`src/rtl/prach_pkg.sv`:
```
// ============================================================================
//  prach_pkg
//  Shared constants and types for the PRACH polyphase splitter.
//  Rev 1.0
// ============================================================================
`default_nettype none

package prach_pkg;

    localparam int NumChannel     = 256;
    localparam int NumChannelUsed = 48;

    typedef logic signed [15:0] sample_t;
    typedef logic        [7:0]  chn_t;

    localparam chn_t IdleChn = 8'hFF;

    typedef enum logic {
        PH_EVEN = 1'b0,
        PH_ODD  = 1'b1
    } phase_e;

endpackage

`default_nettype wire

```
`src/rtl/prach_sdpram.sv`:
```
// ============================================================================
//  prach_sdpram
//  Simple dual-port RAM, one write port and one registered read port.
//  Rev 1.0
// ============================================================================
`default_nettype none

module prach_sdpram #(
    parameter int DEPTH  = 48,
    parameter int WIDTH  = 16,
    parameter int ADDR_W = 6
) (
    input  logic              clk,
    input  logic              wr_en,
    input  logic [ADDR_W-1:0] wr_addr,
    input  logic [WIDTH-1:0]  wr_data,
    input  logic [ADDR_W-1:0] rd_addr,
    output logic [WIDTH-1:0]  rd_data
);

    (* ramstyle = "mlab" *) logic [WIDTH-1:0] r_mem [DEPTH];

    always_ff @(posedge clk) begin
        if (wr_en) begin
            r_mem[wr_addr] <= wr_data;
        end
        rd_data <= r_mem[rd_addr];
    end

endmodule

`default_nettype wire

```
`src/rtl/prach_hb_split.sv`:
```
// ============================================================================
//  prach_hb_split
//  Even/odd polyphase splitter feeding the PRACH halfband decimator.
//  Optional slot-sequence checker enabled by PRACH_SPLIT_CHK_EN.
//  Rev 1.0
// ============================================================================
`default_nettype none

module prach_hb_split
    import prach_pkg::*;
#(
    parameter int NUM_CHN_USED = NumChannelUsed,
    parameter int LATENCY      = 2
) (
    input  logic    clk,
    input  logic    rst,
    input  sample_t din_dq,
    input  chn_t    din_chn,
    input  logic    sync_in,
    output sample_t dout_dp1,
    output sample_t dout_dp2,
    output chn_t    dout_chn,
    output logic    sync_out,
    output logic    err
);

    localparam int c_ADDR_W = $clog2(NUM_CHN_USED);

    phase_e      r_ph;
    logic        r_primed;
    logic        r_clean;
    logic        r_pend;

    logic        w_sync0;
    logic        w_realign;
    phase_e      w_ph;
    logic        w_used;
    logic        w_last;
    logic        w_mismatch;
    logic        w_clean_now;
    logic        w_emit;
    logic        w_data;
    logic        w_sync_fire;
    logic [15:0] w_ram_q;

    // A slot-0 sync re-labels the slot it arrives with, not just the next one.
    assign w_sync0     = sync_in && (din_chn == '0);
    assign w_realign   = w_sync0 && (r_ph == PH_ODD);
    assign w_ph        = w_sync0 ? PH_EVEN : r_ph;
    assign w_used      = din_chn < chn_t'(NUM_CHN_USED);
    assign w_last      = din_chn == chn_t'(NumChannel - 1);
    assign w_clean_now = ((w_ph == PH_EVEN && din_chn == '0) || r_clean) && !w_mismatch;
    assign w_emit      = (w_ph == PH_ODD) && r_primed && !w_mismatch;
    assign w_data      = w_emit && w_used;
    assign w_sync_fire = r_pend && w_emit && (din_chn == '0);

    always_ff @(posedge clk) begin
        if (rst) begin
            r_ph     <= PH_EVEN;
            r_primed <= 1'b0;
            r_clean  <= 1'b0;
            r_pend   <= 1'b0;
        end else begin
            // Sync wins over the frame-end toggle if both ever coincide.
            if (w_sync0) begin
                r_ph <= PH_EVEN;
            end else if (w_last && !sync_in) begin
                r_ph <= (r_ph == PH_EVEN) ? PH_ODD : PH_EVEN;
            end

            if (w_realign || w_mismatch) begin
                r_primed <= 1'b0;
            end else if (w_ph == PH_EVEN && w_last && w_clean_now) begin
                r_primed <= 1'b1;
            end

            r_clean <= w_clean_now;

            if (w_sync0) begin
                r_pend <= 1'b1;
            end else if (w_sync_fire) begin
                r_pend <= 1'b0;
            end
        end
    end

`ifdef PRACH_SPLIT_CHK_EN
    chn_t r_prev;
    logic r_prev_vld;
    logic r_err;

    assign w_mismatch = r_prev_vld && (din_chn != chn_t'(r_prev + chn_t'(1)));
    assign err        = r_err;

    always_ff @(posedge clk) begin
        if (rst) begin
            r_prev     <= '0;
            r_prev_vld <= 1'b0;
            r_err      <= 1'b0;
        end else begin
            r_prev     <= din_chn;
            r_prev_vld <= 1'b1;
            if (w_mismatch || (sync_in && din_chn != '0)) begin
                r_err <= 1'b1;
            end
        end
    end
`else
    assign w_mismatch = 1'b0;
    assign err        = 1'b0;
`endif

    prach_sdpram #(
        .DEPTH  (NUM_CHN_USED),
        .WIDTH  (16),
        .ADDR_W (c_ADDR_W)
    ) u_ram (
        .clk     (clk),
        .wr_en   ((w_ph == PH_EVEN) && w_used),
        .wr_addr (din_chn[c_ADDR_W-1:0]),
        .wr_data (din_dq),
        .rd_addr (din_chn[c_ADDR_W-1:0]),
        .rd_data (w_ram_q)
    );

    sample_t            r_dp1_pipe [LATENCY];
    chn_t               r_chn_pipe [LATENCY];
    sample_t            r_dp2_pipe [LATENCY-1];
    logic [LATENCY-1:0] r_sync_pipe;
    logic               r_rd_vld;

    // The RAM read register is the first stage of the even-phase lane.
    always_ff @(posedge clk) begin
        if (rst) begin
            for (int i = 0; i < LATENCY; i++) begin
                r_dp1_pipe[i] <= '0;
                r_chn_pipe[i] <= IdleChn;
            end
            for (int i = 0; i < LATENCY - 1; i++) begin
                r_dp2_pipe[i] <= '0;
            end
            r_sync_pipe <= '0;
            r_rd_vld    <= 1'b0;
        end else begin
            r_dp1_pipe[0] <= w_data ? din_dq : '0;
            r_chn_pipe[0] <= w_emit ? din_chn : IdleChn;
            for (int i = 1; i < LATENCY; i++) begin
                r_dp1_pipe[i] <= r_dp1_pipe[i-1];
                r_chn_pipe[i] <= r_chn_pipe[i-1];
            end
            r_rd_vld      <= w_data;
            r_dp2_pipe[0] <= r_rd_vld ? sample_t'(w_ram_q) : '0;
            for (int i = 1; i < LATENCY - 1; i++) begin
                r_dp2_pipe[i] <= r_dp2_pipe[i-1];
            end
            r_sync_pipe <= {r_sync_pipe[LATENCY-2:0], w_sync_fire};
        end
    end

    assign dout_dp1 = r_dp1_pipe[LATENCY-1];
    assign dout_dp2 = r_dp2_pipe[LATENCY-2];
    assign dout_chn = r_chn_pipe[LATENCY-1];
    assign sync_out = r_sync_pipe[LATENCY-1];

endmodule

`default_nettype wire
```
`config.mk`:
```
export PLATFORM = sky130hd
export DESIGN_NAME = prach_hb_split
export DESIGN_NICKNAME = d
export VERILOG_FILES = /design/src/rtl/prach_pkg.sv /design/src/rtl/prach_sdpram.sv /design/src/rtl/prach_hb_split.sv
export SDC_FILE = /design/constraint.sdc
export NUM_CORES = 1
export LEC_CHECK = 0
export BUFFER_PORTS_ARGS = -buffer_cell sky130_fd_sc_hd__buf_2
export CAP_MARGIN = 30
export CORE_MARGIN = 5
export CORE_UTILIZATION = 60
export CTS_CLUSTER_SIZE = 30
export DETAILED_ROUTE_END_ITERATION = 6
export PLACE_DENSITY = 0.77
export SLEW_MARGIN = 20
export SYNTH_ARGS = -nofsm -noshare
export SYNTH_HDL_FRONTEND = slang
export SYNTH_SLANG_ARGS = --single-unit
```
`constraint.sdc`:
```
create_clock -name clk -period 8.34 [get_ports clk]
set_clock_uncertainty 0.15 [all_clocks]
set_input_delay 1.668 -clock clk [delete_from_list [all_inputs] [get_ports clk]]
set_output_delay 1.668 -clock clk [all_outputs]
set_load 0.02 [all_outputs]
```
Yosys cells after proc, flatten, opt, wreduce, memory -nomap -nowiden
Memory sizes are Yosys's and may differ from the RTL's. A register that Yosys moved wholly into a read port is not among the register bits.
Index checks and enable logic that the tools add are counted.
{"block": "op_classes", "n_addsub": 0, "multipliers": 0, "div_mod_pow": 0, "magnitude_cmp": 1, "eq_ne": 1, "n_shift": 0, "muxes": 18, "bitwise_logic": 5, "reduce_logical": 18}
{"op": "16-bit two-way mux", "count": 5}
{"op": "8-bit two-way mux", "count": 3}
{"op": "16-bit OR reduction", "count": 1}
{"op": "1-bit logical AND", "count": 11}
{"op": "1-bit two-way mux", "count": 10}
{"op": "8-bit == test (second input constant)", "count": 1}
{"op": "8-bit zero test", "count": 1}
{"op": "8-bit by 6-bit < comparator with 1-bit output (second input constant)", "count": 1}
{"op": "1-bit OR", "count": 4}
{"op": "2-bit OR reduction", "count": 2}
{"op": "2-bit nonzero test", "count": 1}
{"op": "1-bit zero test", "count": 1}
{"op": "1-bit logical OR", "count": 1}
{"op": "1-bit inverter", "count": 1}
{"block": "word_totals", "ff_bits": 7, "latchBits": 0, "ram_bits": 832, "romBits": 0, "in_bits": 27, "output_inout_bits": 42, "word_cells": 53, "n_memories": 4}
{"memory": "u_ram.r_mem", "depth": 48, "width": 16, "read_ports": 1, "rd_clocked_by_memory_dff": 1, "wr": 1, "line": "prach_sdpram.sv:21", "rtl": "(* ramstyle = \"mlab\" *) logic [WIDTH-1:0] r_mem [DEPTH];"}
{"memory": "r_dp1_pipe", "depth": 2, "width": 16, "read_ports": 2, "rd_clocked_by_memory_dff": 0, "wr": 2, "line": "prach_hb_split.sv:126", "rtl": "sample_t r_dp1_pipe [LATENCY];"}
{"memory": "r_chn_pipe", "depth": 2, "width": 8, "read_ports": 2, "rd_clocked_by_memory_dff": 0, "wr": 2, "line": "prach_hb_split.sv:127", "rtl": "chn_t r_chn_pipe [LATENCY];"}
{"memory": "r_dp2_pipe", "depth": 1, "width": 16, "read_ports": 1, "rd_clocked_by_memory_dff": 0, "wr": 1, "line": "prach_hb_split.sv:128", "rtl": "sample_t r_dp2_pipe [LATENCY-1];"}

Logic depth before layout (Yosys ltp)
{"block": "logic_depth", "depth_word": 8, "mapped_depth": 10, "mapped_depth_nobuf": 5}

Hierarchy
From an unflattened synthesis, not the netlist that was laid out.
{"block": "hier_totals", "cells_unflattened": 1699, "area_unflattened_um2": 32617.5}
{"module": "prach_sdpram", "instances": 1, "cells_each": 1499, "area_each_um2": 30300.3, "seq_area_each_um2": 23382.4}
{"module": "prach_hb_split", "instances": 1, "cells_each": 200, "area_each_um2": 2317.2, "seq_area_each_um2": 1421.4}

Worst setup path before layout
Ideal clock, no wire load.
{"block": "synth_timing", "kind": "input-to-reg", "start": "input port din_chn[1]", "end": "memory u_ram.r_mem[32][0] (enable)", "setup_time_ns": 0.389, "arrival_time_ns": 3.662, "t_required_ns": 7.801, "setup_slack_ns": 4.140, "cell_stages": 8, "n_path_buf": 3, "path_cell_list": "buf_6 buf_6 buf_6 nor3_2 nand3_1 a21oi_2 nand4_1 nor2_1"}
{"block": "synth_between", "elab_chain_len": 7, "elab_cells_between_ends": 8, "classes_between": "order compare (1); mux (3); bitwise (1); reduce/logical (3)"}
{"item": "from (decl)", "line": "prach_hb_split.sv:18", "rtl": "input chn_t din_chn,"}
{"item": "parallel branches: the longest is 7 deep, another holds 8-bit by 6-bit < comparator with 1-bit output"}
{"item": "to (decl)", "line": "prach_sdpram.sv:21"}
Parallel ways; which one is timed is not known.

==> results.md <==
* Global-route wire length before repair at 126000 um
* Seq pwr share at 53.0%
* Layout cell share with drive strength beyond 1 at 21.1%
* Worst EP required at 8.67 ns
* Die W at approximately 240 um
* Synth Flop Type: edfxtp_1
* Post-Layout Inst Area at 36200 um^2
* Post-place instance area at around 33000 um^2
* Post-synth EDFFs at 768
* TritonCTS Sinks at 855
* I/O pins at 69
* Drt wl/cell at 32.9 um
* Nets at 1941
* Setup CP Type: primary input to flop
* Max H-tree Level at 3
* Total track usage at 29.4%
* Initial antenna violation count at 3
* CTS root buffer: clkbuf_16
* Fin crit period at 4.90 ns
* Syn-to-layout area delta at 12.3%
* RSZ-0062 raised after global routing: false
* Critical path peak fanout at 66
* Final setup vio count at 0
* Sequential Area at 24800 um^2
* Cts bufs inserted at roughly 80
* Final non-filler cell total at between 2000 and 3000
* Dominant cell type by area after synthesis: edfxtp_1
* Post-DP HPWL at 50600 um
* Sw Pwr at about 0.0019 W
* Leakage Power at 12.0 nW
* Detailed Routing Iterations Pass 1 at 7
* Port Buf Inserts at 67
* Routed Wire Length at a little under 90000 um
* DRC at 0
* Multi-input logic area at 6600 um^2
* Slew HR at 27.5%
* Syn Area/Cell at between 15 and 20 um^2
* Number of global-route vias before repair at 18100
* Later-pin clock latency in the skew report at between 0.6 and 0.7 ns
* Hold crit path type: flop to flop
* Crit path launch type: primary input
* Outcome: finished, final reports clean
* Tot Pwr at a little under 0.009 W
* CTS Hold Buffers Added at 0
* Number of DRC markers in iteration 0 at about 3000
* Most frequent cells in the layout: 768 x edfxtp_1, 87 x dfxtp_1, 84 x clkbuf_16
* Yosys warnings at 0
* # fillers at 3352
* Setup TNS at 0 ns
* FFs w/ async S/R, synth at 0%
* Final period util at around three fifths
* Top cells by area, synth: edfxtp_1 72%, dfxtp_1 5.4%, mux4_2 3.7%, a221oi_1 2.1%, mux2_2 1.9%
* Setup bufs post-CTS at 0
* FMAX at ~0.20 GHz
* Synthesized area at 32200 um^2
* DIE AREA at 58500 um^2
* Syn Inst Count at roughly 1800
* Clock tree buffer depth at 3
* Syn_nets at 1837
* Routed Antenna Nets at 0
* Clk slew on worst S/H paths at 0.07 ns
* Pins Over Slew Limit at 0
* Cells after DPL at ~2500
* GPL Wtd Cong at around 1.0
* Measured slew at the worst slew-check pin at about 1.1 ns
* DR vias at approximately 19000
* Core area at 53500 um^2
* Post-cts resize count at 0
* Pwr dens at 245 nW/um^2
* Internal power at 0.00699 W
* Most common cell after layout, fill and taps aside: edfxtp_1
* Yosys reg bits at about 860
* Hold Vio Cnt, Final at 0
* Worst vdd ir at 0.147 mV
* Critical Path End Type: flop
* WHS at approximately 0.26 ns
* Max-cap check violation count at 0
* Power share of the combinational group at 5.0%
* CTS tree: yes
* Cell Rows at 85
* Yosys top cell area share at a little under three quarters
* Clock power frac at between 40% and 50%
* Post-synthesis sequential area ratio at slightly below 80%
* Distinct cell type count after synthesis at 69
* Initial core utilization at 60.3%
* Sw Ratio at 21.2%
* Die Y at 242 um
* Grt ovf at 0
* Drt via density at 6.95
* Pin count of the biggest net entering global routing at 84
* Crit path DAT at 5.22 ns
[critical path: stages]
cell	delay (ns)
buf_6	0.50
buf_4	0.81
nor3b_4	0.27
a222oi_1	0.42
a21oi_1	0.32
a221oi_1	0.94
nand4_1	0.16
[kinds of logic after synthesis]
family / synth area share [%]
flip-flops: 76.9
AO/OA/AOI/OAI: 8.20
AND/OR/NAND/NOR: 4.73
multiplexers: 7.43
buffers and inverters: 2.70
other: 0.0116
[synthesized netlist by cell type, types with 7 or more instances]
cell	instances
a21oi_1	47
a221o_1	13
a221oi_1	76
a222oi_1	7
a22o_1	13
a22oi_1	66
a311oi_1	7
a31oi_1	7
and2_1	39
and3_1	8
and3b_1	7
buf_1	7
buf_2	39
buf_4	37
buf_6	16
clkbuf_1	34
dfxtp_1	87
edfxtp_1	768
mux2_2	53
mux2i_1	59
mux4_2	53
nand2_1	67
nand3_1	10
nand4_1	16
nor2_1	82
nor2b_1	24
o211ai_1	18
o21ai_0	21
o22ai_1	32
or2_2	9
[through the flow]
stage	utilization, %	worst slack [ns]
3_3_place_gp	62.1	2.90
2_1_floorplan	-	4.14
4_1_cts	67.4	3.58
6_report	67.7	3.44
5_1_grt	67.7	3.31
3_5_place_dp	62.4	3.00
[worst paths after layout]
| check | from | end | slack (ns) | cells after the start |
|---|---|---|---|---|
| max | din_chn[0] | u_ram.rd_data[12] | 3.44 | 7 |
| min | r_chn_pipe[0][1] | r_chn_pipe[0][9] | 0.26 | 1 |
| max reg2reg | r_ph | u_ram.r_mem[46][13] | 5.50 | 4 |
| min reg2reg | r_chn_pipe[0][1] | r_chn_pipe[0][9] | 0.26 | 1 |
[per-layer routing]
| metal | GRT usage, % | share of wire [%] | vias to the layer above |
|---|---|---|---|
| li1 | - | - | 7483 |
| met1 | 39.2 | 35 | 9227 |
| met2 | 44.8 | 46 | 1570 |
| met3 | 9.28 | 14 | 310 |
| met4 | 13.8 | 5.8 | 4 |
| met5 | 0 | 0.050 | - |
[power groups by stage]
stage,Clock [W],Sequential [W],Combinational [W]
2_1_floorplan,0,0.00478,0.000223
3_3_place_gp,0,0.00479,0.000398
3_5_place_dp,0,0.00479,0.000416
4_1_cts,0.00373,0.00470,0.000419
5_1_grt,0.00394,0.00470,0.000451
6_report,0.00373,0.00470,0.000442
[sequential cells by signal (all words and copies together) (netlist names)]
| signal | flops |
|---|---|
| u_ram.rd_data | 16 |
| r_clean | 1 |
| r_rd_vld | 1 |
| r_chn_pipe | 16 |
| r_primed | 1 |
| r_dp1_pipe | 32 |
| r_pend | 1 |
| r_dp2_pipe | 16 |
| r_sync_pipe | 2 |
| u_ram.r_mem | 768 |
| r_ph | 1 |
[layout make-up]
class                   count  area share [%]
inverters                   8          0.0829
clock inverters            43            1.31
diodes                      3          0.0207
well taps                 696            2.40
clock buffers              99            6.07
multi-input cells         812            18.2
repair buffers            158            3.42
flip-flops and latches    855            68.5
Note: power is estimated with default switching activity, not from simulation.
